### src/rtl/axi4_stream_if.sv
// AXI4-Stream interface bundle.
// Parameterised on data, id, dest and user widths.
interface axi4_stream_if #(
    parameter int DATA_WIDTH = 32,
    parameter int ID_WIDTH   = 1,
    parameter int DEST_WIDTH = 1,
    parameter int USER_WIDTH = 1
);
    logic                    tvalid;
    logic                    tready;
    logic [DATA_WIDTH-1:0]   tdata;
    logic [DATA_WIDTH/8-1:0] tstrb;
    logic [DATA_WIDTH/8-1:0] tkeep;
    logic                    tlast;
    logic [ID_WIDTH-1:0]     tid;
    logic [DEST_WIDTH-1:0]   tdest;
    logic [USER_WIDTH-1:0]   tuser;

    modport master (
        output tvalid, tdata, tstrb, tkeep, tlast, tid, tdest, tuser,
        input  tready
    );

    modport slave (
        input  tvalid, tdata, tstrb, tkeep, tlast, tid, tdest, tuser,
        output tready
    );
endinterface

### src/rtl/axi4_stream_upsizer.sv
// AXI4-Stream width upconverter: packs RATIO narrow beats into one
// wide beat; tlast flushes a partially filled word with zeroed lanes.
module axi4_stream_upsizer #(
    parameter int DATA_WIDTH_IN  = 32,
    parameter int DATA_WIDTH_OUT = 128,
    parameter int ID_WIDTH       = 1,
    parameter int DEST_WIDTH     = 1,
    parameter int USER_WIDTH_IN  = 1
) (
    input  logic         aclk,
    input  logic         aresetn,
    axi4_stream_if.slave  pkt_i,
    axi4_stream_if.master pkt_o
);
    localparam int RATIO = DATA_WIDTH_OUT / DATA_WIDTH_IN;
    localparam int KI    = DATA_WIDTH_IN / 8;
    localparam int KO    = DATA_WIDTH_OUT / 8;
    localparam int UO    = USER_WIDTH_IN * RATIO;
    localparam int CW    = (RATIO > 1) ? $clog2(RATIO) : 1;
    localparam logic [CW-1:0] LAST_LANE = CW'(RATIO - 1);

    if (DATA_WIDTH_OUT % DATA_WIDTH_IN != 0) begin : g_bad_mult
        $error("DATA_WIDTH_OUT must be a multiple of DATA_WIDTH_IN");
    end
    if (RATIO < 2) begin : g_bad_small
        $error("width ratio must be at least 2");
    end
    if ((RATIO & (RATIO - 1)) != 0) begin : g_bad_pow2
        $error("width ratio must be a power of 2");
    end

    logic                  rdy_en;
    logic [CW-1:0]         cnt;
    logic [DATA_WIDTH_OUT-1:0] acc_data;
    logic [KO-1:0]         acc_strb;
    logic [KO-1:0]         acc_keep;
    logic [UO-1:0]         acc_user;
    logic [ID_WIDTH-1:0]   acc_id;
    logic [DEST_WIDTH-1:0] acc_dest;

    logic [DATA_WIDTH_OUT-1:0] w_data;
    logic [KO-1:0]         w_strb;
    logic [KO-1:0]         w_keep;
    logic [UO-1:0]         w_user;
    logic [ID_WIDTH-1:0]   w_id;
    logic [DEST_WIDTH-1:0] w_dest;

    logic                  o_valid;
    logic [DATA_WIDTH_OUT-1:0] o_data;
    logic [KO-1:0]         o_strb;
    logic [KO-1:0]         o_keep;
    logic [UO-1:0]         o_user;
    logic [ID_WIDTH-1:0]   o_id;
    logic [DEST_WIDTH-1:0] o_dest;
    logic                  o_last;

    logic accept;
    logic complete;

    assign pkt_i.tready = rdy_en && (!o_valid || pkt_o.tready);
    assign accept       = pkt_i.tvalid && pkt_i.tready;
    assign complete     = accept && (cnt == LAST_LANE || pkt_i.tlast);

    assign pkt_o.tvalid = o_valid;
    assign pkt_o.tdata  = o_data;
    assign pkt_o.tstrb  = o_strb;
    assign pkt_o.tkeep  = o_keep;
    assign pkt_o.tuser  = o_user;
    assign pkt_o.tid    = o_id;
    assign pkt_o.tdest  = o_dest;
    assign pkt_o.tlast  = o_last;

    // Accumulator contents with the current beat dropped into lane cnt.
    always_comb begin
        w_data = acc_data;
        w_strb = acc_strb;
        w_keep = acc_keep;
        w_user = acc_user;
        w_data[int'(cnt)*DATA_WIDTH_IN +: DATA_WIDTH_IN] = pkt_i.tdata;
        w_strb[int'(cnt)*KI +: KI] = pkt_i.tstrb;
        w_keep[int'(cnt)*KI +: KI] = pkt_i.tkeep;
        w_user[int'(cnt)*USER_WIDTH_IN +: USER_WIDTH_IN] = pkt_i.tuser;
        w_id   = (cnt == '0) ? pkt_i.tid   : acc_id;
        w_dest = (cnt == '0) ? pkt_i.tdest : acc_dest;
    end

    // Hold off input ready until the first cycle after reset release.
    always_ff @(posedge aclk or negedge aresetn) begin
        if (!aresetn) rdy_en <= 1'b0;
        else          rdy_en <= 1'b1;
    end

    // Lane accumulator: clear on word completion, else fill next lane.
    always_ff @(posedge aclk or negedge aresetn) begin
        if (!aresetn) begin
            cnt      <= '0;
            acc_data <= '0;
            acc_strb <= '0;
            acc_keep <= '0;
            acc_user <= '0;
            acc_id   <= '0;
            acc_dest <= '0;
        end else if (complete) begin
            cnt      <= '0;
            acc_data <= '0;
            acc_strb <= '0;
            acc_keep <= '0;
            acc_user <= '0;
            acc_id   <= '0;
            acc_dest <= '0;
        end else if (accept) begin
            cnt      <= cnt + CW'(1);
            acc_data <= w_data;
            acc_strb <= w_strb;
            acc_keep <= w_keep;
            acc_user <= w_user;
            acc_id   <= w_id;
            acc_dest <= w_dest;
        end
    end

    // Output register: load a finished word, drop valid once drained.
    always_ff @(posedge aclk or negedge aresetn) begin
        if (!aresetn) begin
            o_valid <= 1'b0;
            o_data  <= '0;
            o_strb  <= '0;
            o_keep  <= '0;
            o_user  <= '0;
            o_id    <= '0;
            o_dest  <= '0;
            o_last  <= 1'b0;
        end else if (complete) begin
            o_valid <= 1'b1;
            o_data  <= w_data;
            o_strb  <= w_strb;
            o_keep  <= w_keep;
            o_user  <= w_user;
            o_id    <= w_id;
            o_dest  <= w_dest;
            o_last  <= pkt_i.tlast;
        end else if (pkt_o.tready) begin
            o_valid <= 1'b0;
        end
    end
endmodule

### src/flat_wrapper.sv
// flat-port wrapper written by rule: the top's interface ports become plain ports
module axi4_stream_upsizer_flat 
#(
    parameter int DATA_WIDTH_IN  = 32,
    parameter int DATA_WIDTH_OUT = 128,
    parameter int ID_WIDTH       = 1,
    parameter int DEST_WIDTH     = 1,
    parameter int USER_WIDTH_IN  = 1
)
  (aclk, aresetn, pkt_i_tvalid, pkt_i_tdata, pkt_i_tstrb, pkt_i_tkeep, pkt_i_tlast, pkt_i_tid, pkt_i_tdest, pkt_i_tuser, pkt_i_tready, pkt_o_tvalid, pkt_o_tdata, pkt_o_tstrb, pkt_o_tkeep, pkt_o_tlast, pkt_o_tid, pkt_o_tdest, pkt_o_tuser, pkt_o_tready);
  axi4_stream_if #(.DATA_WIDTH((32)), .ID_WIDTH(ID_WIDTH), .DEST_WIDTH(DEST_WIDTH), .USER_WIDTH(1)) pkt_i_i ();
  axi4_stream_if #(.DATA_WIDTH((128)), .ID_WIDTH(ID_WIDTH), .DEST_WIDTH(DEST_WIDTH), .USER_WIDTH((4))) pkt_o_i ();
  input  logic aclk;
  input  logic aresetn;
  input wire logic [$bits(pkt_i_i.tvalid)-1:0] pkt_i_tvalid;
  input wire logic [$bits(pkt_i_i.tdata)-1:0] pkt_i_tdata;
  input wire logic [$bits(pkt_i_i.tstrb)-1:0] pkt_i_tstrb;
  input wire logic [$bits(pkt_i_i.tkeep)-1:0] pkt_i_tkeep;
  input wire logic [$bits(pkt_i_i.tlast)-1:0] pkt_i_tlast;
  input wire logic [$bits(pkt_i_i.tid)-1:0] pkt_i_tid;
  input wire logic [$bits(pkt_i_i.tdest)-1:0] pkt_i_tdest;
  input wire logic [$bits(pkt_i_i.tuser)-1:0] pkt_i_tuser;
  output wire logic [$bits(pkt_i_i.tready)-1:0] pkt_i_tready;
  output wire logic [$bits(pkt_o_i.tvalid)-1:0] pkt_o_tvalid;
  output wire logic [$bits(pkt_o_i.tdata)-1:0] pkt_o_tdata;
  output wire logic [$bits(pkt_o_i.tstrb)-1:0] pkt_o_tstrb;
  output wire logic [$bits(pkt_o_i.tkeep)-1:0] pkt_o_tkeep;
  output wire logic [$bits(pkt_o_i.tlast)-1:0] pkt_o_tlast;
  output wire logic [$bits(pkt_o_i.tid)-1:0] pkt_o_tid;
  output wire logic [$bits(pkt_o_i.tdest)-1:0] pkt_o_tdest;
  output wire logic [$bits(pkt_o_i.tuser)-1:0] pkt_o_tuser;
  input wire logic [$bits(pkt_o_i.tready)-1:0] pkt_o_tready;
  assign pkt_i_i.tvalid = pkt_i_tvalid;
  assign pkt_i_i.tdata = pkt_i_tdata;
  assign pkt_i_i.tstrb = pkt_i_tstrb;
  assign pkt_i_i.tkeep = pkt_i_tkeep;
  assign pkt_i_i.tlast = pkt_i_tlast;
  assign pkt_i_i.tid = pkt_i_tid;
  assign pkt_i_i.tdest = pkt_i_tdest;
  assign pkt_i_i.tuser = pkt_i_tuser;
  assign pkt_i_tready = pkt_i_i.tready;
  assign pkt_o_tvalid = pkt_o_i.tvalid;
  assign pkt_o_tdata = pkt_o_i.tdata;
  assign pkt_o_tstrb = pkt_o_i.tstrb;
  assign pkt_o_tkeep = pkt_o_i.tkeep;
  assign pkt_o_tlast = pkt_o_i.tlast;
  assign pkt_o_tid = pkt_o_i.tid;
  assign pkt_o_tdest = pkt_o_i.tdest;
  assign pkt_o_tuser = pkt_o_i.tuser;
  assign pkt_o_i.tready = pkt_o_tready;
  axi4_stream_upsizer #(.DATA_WIDTH_IN(DATA_WIDTH_IN), .DATA_WIDTH_OUT(DATA_WIDTH_OUT), .ID_WIDTH(ID_WIDTH), .DEST_WIDTH(DEST_WIDTH), .USER_WIDTH_IN(USER_WIDTH_IN)) u_core (.aclk(aclk), .aresetn(aresetn), .pkt_i(pkt_i_i), .pkt_o(pkt_o_i));
endmodule
### config.mk
export PLATFORM = sky130hd
export DESIGN_NAME = axi4_stream_upsizer_flat
export DESIGN_NICKNAME = d
export VERILOG_FILES = /design/src/rtl/axi4_stream_if.sv /design/src/rtl/axi4_stream_upsizer.sv /design/src/flat_wrapper.sv
export SDC_FILE = /design/constraint.sdc
export NUM_CORES = 1
export LEC_CHECK = 0
export ABC_AREA = 1
export BUFFER_PORTS_ARGS = -buffer_cell sky130_fd_sc_hd__buf_2
export CELL_PAD_IN_SITES_DETAIL_PLACEMENT = 0
export CELL_PAD_IN_SITES_GLOBAL_PLACEMENT = 1
export CORE_MARGIN = 1
export CORE_UTILIZATION = 45
export CTS_CLUSTER_SIZE = 20
export DETAILED_ROUTE_END_ITERATION = 6
export GPL_ROUTABILITY_DRIVEN = 0
export PLACE_DENSITY = 0.82
export SYNTH_ARGS = -nofsm -noshare
export SYNTH_HDL_FRONTEND = slang
export SYNTH_SLANG_ARGS = --single-unit
### constraint.sdc
create_clock -name aclk -period 3.4 [get_ports aclk]
set_clock_uncertainty 0.05 [all_clocks]
set_input_delay 0.34 -clock aclk [delete_from_list [all_inputs] [get_ports aclk]]
set_output_delay 0.34 -clock aclk [all_outputs]
set_load 0.02 [all_outputs]
==> results_dict.tcl, run 1 <==
set metrics [dict create \
    ant_nets 0 \
    rsz0062_at_grt "no" \
    dr.first_iter.drc_count 1301 \
    die-height_um 188 \
    reg2regPathDepth 9 \
    crit_type "flop to flop" \
    drt_wl_total_um 46900 \
    min_path_type "input pin to flop" \
    htreeDepth 2 \
    post-place-ws_ns 0.752 \
    slew_viol_final 0 \
    p_leak_uw 0.0113 \
    timing.rr.end "u_core.pkt_o.tdata[4]" \
    rr_startpoint "u_core.cnt[0]" \
    final_cell_mix "1487 x nand2_1, 337 x dfrtp_1, 215 x buf_2, 62 x nand3_1, 46 x inv_1" \
    grt_pass1_wl_um 74800 \
    clockBufferDepth 3 \
    die_x_um 188 \
    synth_top_family_by_area "simple AND/OR/NAND/NOR gates" \
    critPathRequiredTime_ns 3.82 \
    whs_path_depth 3 \
    worst_setup_path_end_kind "flop" \
    synth-simple-area-share_pct 40.4 \
    antenna_found_initial 0 \
    io_pins 217 \
    synth_area_per_cell_sq_um 7.26 \
    syn_nets 2192 \
    cts_tree "done" \
    die_area_sq_um 35200 \
    vdd_drop_max_mv 0.314 \
    fin_tns_setup_ns 0 \
    synth_seq_cells 337 \
    drt_pre_antenna_iters 5 \
    final_util_pct 54.1 \
    core-area_sq_um 33700 \
    drc 0 \
    first_global_vias 13200 \
    hold_viol_final 0 \
    cts_buffers 38 \
    path_cells "inv_2 > ha_1 > buf_4 > nor2_4 > buf_4 > nand3_1 > nand2_1 > nand2_1 > nand2_1" \
    reg2reg_slack_ns 0.75 \
    power_density_nw_per_um2 579 \
    period_needed_ns 2.65 \
    finalCritPeriodShare_pct 78.0 \
    start_kind "flop" \
    worst_slew_margin_rel_pct 27.5 \
    yosys_warnings 0 \
    cpMaxStageDelayCell "ha_1" \
    wire_per_inst_um 16.9 \
    clock.fmax_mhz 377 \
    clkTransAtPathRegs_ns 0.06 \
    cts_sinks 337 \
    critPathMaxStageDelay_ns 0.45 \
    synth.area.mux_share_pct 0 \
    synthCells 2139 \
    final_common_cell "nand2_1" \
    gr-total-overflow 0 \
    yosysUniqueCellTypes 19 \
    crit_top_cell "nand2_1" \
    avgViaCountPerCell 5.00 \
    setup_ws_ns 0.748 \
    synthToLayoutAreaGrowth_pct 17.5 \
    fillers 3339 \
    setup_viol 0 \
    initial_utilization_pct 46.1 \
    holdPathEnd "u_core.pkt_o.tlast" \
    final_nets 2352 \
    dp_hpwl_um 29400 \
    synth_area_sq_um 15500 \
    grt_max_degree 169 \
    clock_latency_ns 0.53 \
    drive_gt1_share_pct 13.4 \
    path_max_fanout 41 \
    cts_resized 0 \
    hold_start "pkt_i_tlast" \
    crit_arrival_ns 3.07 \
    synth_compound_area_share_pct 0.0725 \
    io_buffers 216 \
    status "completed" \
    synth-xor-area-share_pct 0 \
    track_usage_pct 26.8 \
    clockRootBuffer "clkbuf_16" \
    synth_adder_area_share_pct 0.403 \
    worstMarginPinSlew_ns 1.09 \
    vias 13900 \
    timing.max_cap.violations 0 \
    synth_seq_area_share_pct 54.3 \
    num_rows 67 \
]
## metal layers
layer	track usage, %	vias to the layer above	part of all wire [%]
li1	-	6726	-
met1	39.8	6598	47
met2	40.8	491	44
met3	4.32	69	7.1
met4	6.69	0	2.0
met5	0	-	0
## timing repair
item                       in CTS  in global routing
setup endpoints to repair       0                  0
buffers inserted                0                  0
hold buffers                    1                  0
hold endpoints to repair       58                  0
## cells by family after synthesis
group,after synthesis
simple gates,1620
flops,337
buf+inv,175
fa+ha+maj,5
compound gates,1
other cells,1
## power breakdown
group	internal [uW]	switching, uW	total [uW]
clock network	2480	1640	4120
registers	4270	152	4420
logic	490	1520	2010
total	7240	3310	10600
## synth_stat cells, drive strengths merged
cell type	count	area (sq um)
nand3b	20	150
nor2	49	201
ha	5	62.6
clkinv	3	11.3
conb	1	3.75
clkbuf	47	176
a21boi	1	11.3
nand2	1487	5580
dfrtp	337	8430
buf	76	372
inv	49	184
nand3	64	338
## metrics by stage
step,instance area [sq um],hold slack [ns],cells,total power [uW]
final,18200,0.0211,2776,10600
after detailed placement,17000,0.274,2706,6490
after global routing,18200,0.0521,2775,11000
after floorplan,15500,-0.00559,2139,5690
after global placement,17000,0.275,2706,6460
after CTS,18200,0.00564,2775,10600
## flip-flops by register name, indices dropped and copies added, names as in the netlist
signal / cells
u_core.pkt_o.tvalid: 1
u_core.acc_data: 128
u_core.pkt_o.tlast: 1
u_core.pkt_o.tdata: 128
u_core.pkt_o.tkeep: 16
u_core.pkt_o.tstrb: 16
u_core.cnt: 2
u_core.pkt_o.tuser: 4
u_core.pkt_o.tid: 1
u_core.acc_keep: 16
u_core.acc_strb: 16
u_core.rdy_en: 1
u_core.acc_user: 4
u_core.acc_dest: 1
u_core.acc_id: 1
u_core.pkt_o.tdest: 1
## critical path, delay by kind of cell, from the launching register on
kind / cells / cell delay [ns]
flops: 1 / 0.38
simple gates: 5 / 0.59
buf+inv: 3 / 1.07
fa+ha+maj: 1 / 0.45
## layout make-up
cell class	count	area, sq um	share of cell area (%)
antenna	1	2.50	0.0137
clock buffer	62	1160	6.37
clock inverter	6	83.8	0.460
inverter	52	195	1.07
multi-input combinational	1627	6390	35.0
sequential	337	8430	46.2
tap	448	561	3.07
timing repair buffer	243	1410	7.73
## worst max path at each step
stage,from,end,slack (ns),cells past startpoint
final,u_core.cnt[0],u_core.pkt_o.tdata[4],0.75,9
after global routing,u_core.cnt[0],u_core.pkt_o.tdata[7],0.59,9
after CTS,u_core.cnt[0],u_core.pkt_o.tdata[67],0.75,8
after detailed placement,u_core.cnt[0],u_core.pkt_o.tdata[49],0.75,8
after global placement,u_core.cnt[0],u_core.pkt_o.tdata[66],0.76,8
after floorplan,u_core.cnt[0],u_core.pkt_o.tdata[10],1.34,10
Note: power is estimated with default switching activity, not from simulation.
==> run 2, diff against run 1 <==
- CORE_UTILIZATION: 45 -> 38
- PLACE_DENSITY: 0.82 -> 0.74
- clock period: 3.4 -> 2.3 ns (I/O delays scaled with it)
==> run 2 against run 1 <==
  * Via count increased by 0.15%
  * Flip-flop and latch count did not move
  * Critical path type unchanged
  * Utilization is 7.2 points lower
  * Critical endpoint is now u_core.pkt_o.tdata[34]
  * Die area up 18%
  * Non-clock buffer count increased by 34
  * Critical path depth grew 2
  * Total power is 52% higher
==> results_dict.tcl, run 2 (synthesized netlist as in run 1, its figures left out) <==
set metrics [dict create \
    reg2regPathDepth 11 \
    status "completed" \
    initial_utilization_pct 38.8 \
    multi_input_area_sq_um 6400 \
    crit_type "flop to flop" \
    cts_buffers 40 \
    first_global_vias 13300 \
    clkTransAtPathRegs_ns 0.06 \
    vdd_drop_max_mv 0.441 \
    finalCritPeriodShare_pct 92.9 \
    grt_max_degree 170 \
    start_kind "flop" \
    grt_pass1_wl_um 77900 \
    gr-total-overflow 0 \
    setup_viol 0 \
    rsz0062_at_grt "no" \
    cts_tree "done" \
    period_needed_ns 2.14 \
    clockRootBuffer "clkbuf_16" \
    power_density_nw_per_um2 854 \
    antenna_found_initial 0 \
    reg2reg_slack_ns 0.16 \
    min_path_type "input pin to flop" \
    dr.first_iter.drc_count 1068 \
    worst_setup_path_end_kind "flop" \
    track_usage_pct 24.1 \
    final_nets 2389 \
    vias 13900 \
    die_area_sq_um 41700 \
    clockBufferDepth 3 \
    core-area_sq_um 40000 \
    dp_hpwl_um 32800 \
    drive_gt1_share_pct 14.9 \
    io_buffers 216 \
    n_antenna_cell 0 \
    post-cts-setup-buffers 0 \
    setup_ws_ns 0.162 \
    post-place-ws_ns 0.0306 \
    fillers 4057 \
    seq_area_sq_um 8430 \
    cts_sinks 337 \
    clock_latency_ns 0.54 \
    crit_arrival_ns 2.56 \
    critPathRequiredTime_ns 2.72 \
    fin_tns_setup_ns 0 \
    drc 0 \
    synthToLayoutAreaGrowth_pct 20.8 \
    whs_path_depth 5 \
    holdPathEnd "u_core.acc_data[30]" \
    clock.fmax_mhz 468 \
    avgViaCountPerCell 4.81 \
    ant_nets 0 \
    wire_per_inst_um 17.2 \
    worst_slew_margin_rel_pct 28.0 \
    path_max_fanout 23 \
    p_total_uw 16000 \
    timing.max_cap.violations 0 \
    htreeDepth 2 \
    final_common_cell "nand2_1" \
    die-height_um 204 \
    worstMarginPinSlew_ns 1.08 \
    io_pins 217 \
    num_rows 73 \
    rr_startpoint "u_core.cnt[0]" \
    hold_start "pkt_i_tdata[30]" \
    die_x_um 204 \
    timing.rr.end "u_core.pkt_o.tdata[34]" \
    drt_pre_antenna_iters 5 \
    final_cell_mix "1487 x nand2_1, 337 x dfrtp_1, 215 x buf_2, 62 x nand3_1, 46 x inv_1" \
    drt_wl_total_um 49800 \
    p_leak_uw 0.0115 \
    hold_viol_final 0 \
    slew_viol_final 0 \
]
==> run 2: final cells by class <==
| cell class | count | area share (%) |
|---|---|---|
| sequential | 337 | 45.0 |
| multi-input combinational | 1628 | 34.1 |
| timing repair buffer | 277 | 9.46 |
| clock buffer | 59 | 6.42 |
| tap | 525 | 3.50 |
| inverter | 52 | 1.04 |
| clock inverter | 10 | 0.500 |
==> run 2: timing repair <==
item,CTS,global route
hold buffers,5,0
resized for setup,0,1
endpoints found under the hold margin,343,0
endpoints found under the setup margin,0,89
==> run 2: stage by stage <==
step	cells	utilization, %	hold WS (ns)	cell area [sq um]
floorplan	2139	-	-0.116	15500
global placement	2813	43.5	0.0281	17400
detailed placement	2813	43.5	0.0266	17400
CTS	2887	46.9	0.00715	18700
global route	2888	46.9	0.0520	18800
finish	2888	46.9	0.0359	18800
==> run 2: worst max-delay path, stage by stage (launching register included) <==
cell,delay [ns]
dfrtp_1,0.41
inv_2,0.08
ha_1,0.24
buf_4,0.18
inv_1,0.05
buf_4,0.28
nand2_1,0.16
nor2_1,0.26
nand2_1,0.08
nand2_1,0.08
nand2_1,0.08
nand2_1,0.09
==> run 2: layer usage <==
| layer | GRT usage, % | vias to the layer above | part of all wire, % |
|---|---|---|---|
| li1 | - | 6814 | - |
| met1 | 36.4 | 6648 | 49 |
| met2 | 36.5 | 378 | 44 |
| met3 | 2.84 | 65 | 4.9 |
| met4 | 6.32 | 0 | 2.0 |
| met5 | 0 | - | 0 |
==> run 2: worst max-delay path by stage <==
stage	startpoint	to	slack, ns
final	u_core.cnt[0]	u_core.pkt_o.tdata[34]	0.16
after global routing	u_core.cnt[1]	u_core.acc_data[35]	0.001
after CTS	u_core.cnt[0]	u_core.pkt_o.tdata[109]	0.02
after detailed placement	u_core.cnt[0]	u_core.pkt_o.tdata[109]	0.03
after global placement	u_core.cnt[0]	u_core.pkt_o.tdata[37]	0.11
after floorplan	u_core.cnt[0]	u_core.pkt_o.tdata[10]	0.24
==> run 2: where the power goes <==
part | switching [uW] | internal [uW] | total, uW
Clock | 2570 | 3740 | 6310
Combinational | 2300 | 861 | 3160
Sequential | 237 | 6310 | 6550
==> run 3, diff against run 2 <==
- CORE_UTILIZATION: 38 -> 39
- CTS_BUF_LIST: default -> sky130_fd_sc_hd__clkbuf_2
- PLACE_DENSITY: 0.74 -> 0.75
==> run 3 against run 2 <==
  * Setup slack lost 0.12 ns
  * Worst hold slack improved by 0.078 ns
  * Critical path depth shrank 1
  * Non-clock buffer count is 44 higher
  * Via count increased by 4.8%
  * Clock power is 33% lower
  * Routed wire length rose by 2.5%
  * First-iteration DRC count grew 1.3%
  * Largest cell class unchanged
==> results_dict.tcl, run 3 (synthesized netlist as in run 1, its figures left out) <==
set metrics [dict create \
    start_kind "input pin" \
    critPathRequiredTime_ns 3.10 \
    wire_per_inst_um 16.9 \
    vias 14600 \
    path_buf_inv 6 \
    slew_viol_final 0 \
    setup_viol 0 \
    dr.first_iter.drc_count 1082 \
    final_common_cell "nand2_1" \
    first_global_vias 14200 \
    hold_viol_final 0 \
    crit_type "input pin to flop" \
    worst_setup_path_end_kind "flop" \
    rsz0062_at_grt "yes" \
    io_pins 217 \
    drc 0 \
    drt_pre_antenna_iters 5 \
    ant_nets 0 \
    worst_slew_margin_rel_pct 32.3 \
    dr.max_layer_used "met4" \
    crit_top_cell "nand2_1" \
    clockRootBuffer "clkbuf_2" \
    path_cells "dlygate4sd3_1 > buf_2 > dlygate4sd3_1 > inv_2 > nand2_1 > nand3_4 > buf_12 > buf_6 > nand2_1 > nand2_1" \
    initial_utilization_pct 39.9 \
    cp_top_family "buffers and inverters" \
    p_leak_uw 0.0117 \
    die_area_sq_um 40600 \
    dp_hpwl_um 32300 \
    finalCritPeriodShare_pct 98.1 \
    core-area_sq_um 38900 \
    cts_tree "done" \
    cpMaxStageDelayCell "dlygate4sd3_1" \
    final_util_pct 48.2 \
    htreeDepth 3 \
    wl_met2_um 22600 \
    final_cell_mix "1487 x nand2_1, 337 x dfrtp_1, 215 x buf_2, 138 x clkbuf_2, 62 x nand3_1" \
    cts_sinks 337 \
    min_path_type "input pin to flop" \
    clkTransAtPathRegs_ns 0.09 \
    avgViaCountPerCell 4.84 \
    vdd_drop_max_mv 0.347 \
    synthToLayoutAreaGrowth_pct 20.9 \
    crit_arrival_ns 3.06 \
    period_needed_ns 2.26 \
    clock_latency_ns 0.96 \
    status "completed" \
    dr_wl_met3_um 3410 \
    die_x_um 202 \
    clockBufferDepth 3 \
    cts_buffers 92 \
    timing.max_cap.violations 0 \
    antenna_found_initial 1 \
    path_max_fanout 106 \
    critPathMaxStageDelay_ns 0.56 \
    track_usage_pct 25.3 \
    gr-total-overflow 0 \
    io_buffers 216 \
    num_rows 72 \
    setup_ws_ns 0.0432 \
    power_density_nw_per_um2 746 \
    routedLengthMet1_um 24000 \
    grt_max_degree 107 \
    final_nets 2485 \
    drive_gt1_share_pct 17.3 \
    die-height_um 202 \
    drt_wl_total_um 51000 \
    grt_pass1_wl_um 80500 \
    worstMarginPinSlew_ns 1.01 \
    clock.fmax_mhz 443 \
    post-place-ws_ns 0.0439 \
]
[run 3: layout make-up]
type                            count  area, sq um
Fill cell                        4017        20200
Sequential cell                   337         8430
Multi-Input combinational cell   1628         6410
Timing Repair Buffer              321         2290
Clock buffer                      138          691
Tap cell                          518          648
Inverter                           52          195
Clock inverter                     17         90.1
Antenna cell                        1         2.50
[run 3: final timing paths]
check / startpoint / to / slack (ns) / depth (start not counted)
hold reg to reg: u_core.pkt_o.tdata[8] / u_core.pkt_o.tdata[8] / 0.42 / 2
max in group asynchronous: aresetn / u_core.pkt_o.tdata[53] / 1.03 / 4
setup reg to reg: u_core.cnt[1] / u_core.acc_data[39] / 0.09 / 11
min in group asynchronous: aresetn / u_core.pkt_o.tdata[7] / 0.36 / 3
hold / removal: pkt_i_tid / u_core.acc_id / 0.11 / 6
setup / recovery: pkt_o_tready / u_core.acc_data[91] / 0.04 / 10
[run 3: metrics by stage]
step | power [uW] | area, sq um | setup TNS (ns) | hold slack (ns) | instances
final | 14000 | 18800 | 0 | 0.114 | 3012
after global routing | 14900 | 18800 | -0.00239 | 0.0725 | 3012
after CTS | 14200 | 18700 | 0 | 0.00176 | 3007
after detailed placement | 9810 | 17400 | 0 | 0.258 | 2801
after global placement | 9780 | 17400 | 0 | 0.251 | 2801
after floorplan | 8410 | 15500 | 0 | -0.116 | 2139
[run 3: what timing repair did]
action | 4_1_cts | 5_1_grt
endpoints found under the setup margin | 0 | 145
buffers inserted | 0 | 1
hold endpoints to repair | 672 | 0
hold buffers | 51 | 0
resized for setup | 0 | 7
[run 3: tightest hold or removal path: stages]
cell and delay [ns]:
dlygate4sd3_1 0.53, buf_2 0.10, nand2_1 0.04, nand2_1 0.08, nand2_1 0.05, nand2_1 0.05
[run 3: power breakdown]
group          switching, uW  internal, uW  leakage [uW]
logic                   2340           929       0.00639
clock network           2530          1680      0.000623
registers                232          6300       0.00467
[run 3: layer usage]
layer	vias to the layer above	GRT usage, %
met4	0	8.31
met5	-	0
met2	475	37.4
met1	6981	37.0
li1	7038	-
met3	73	5.09
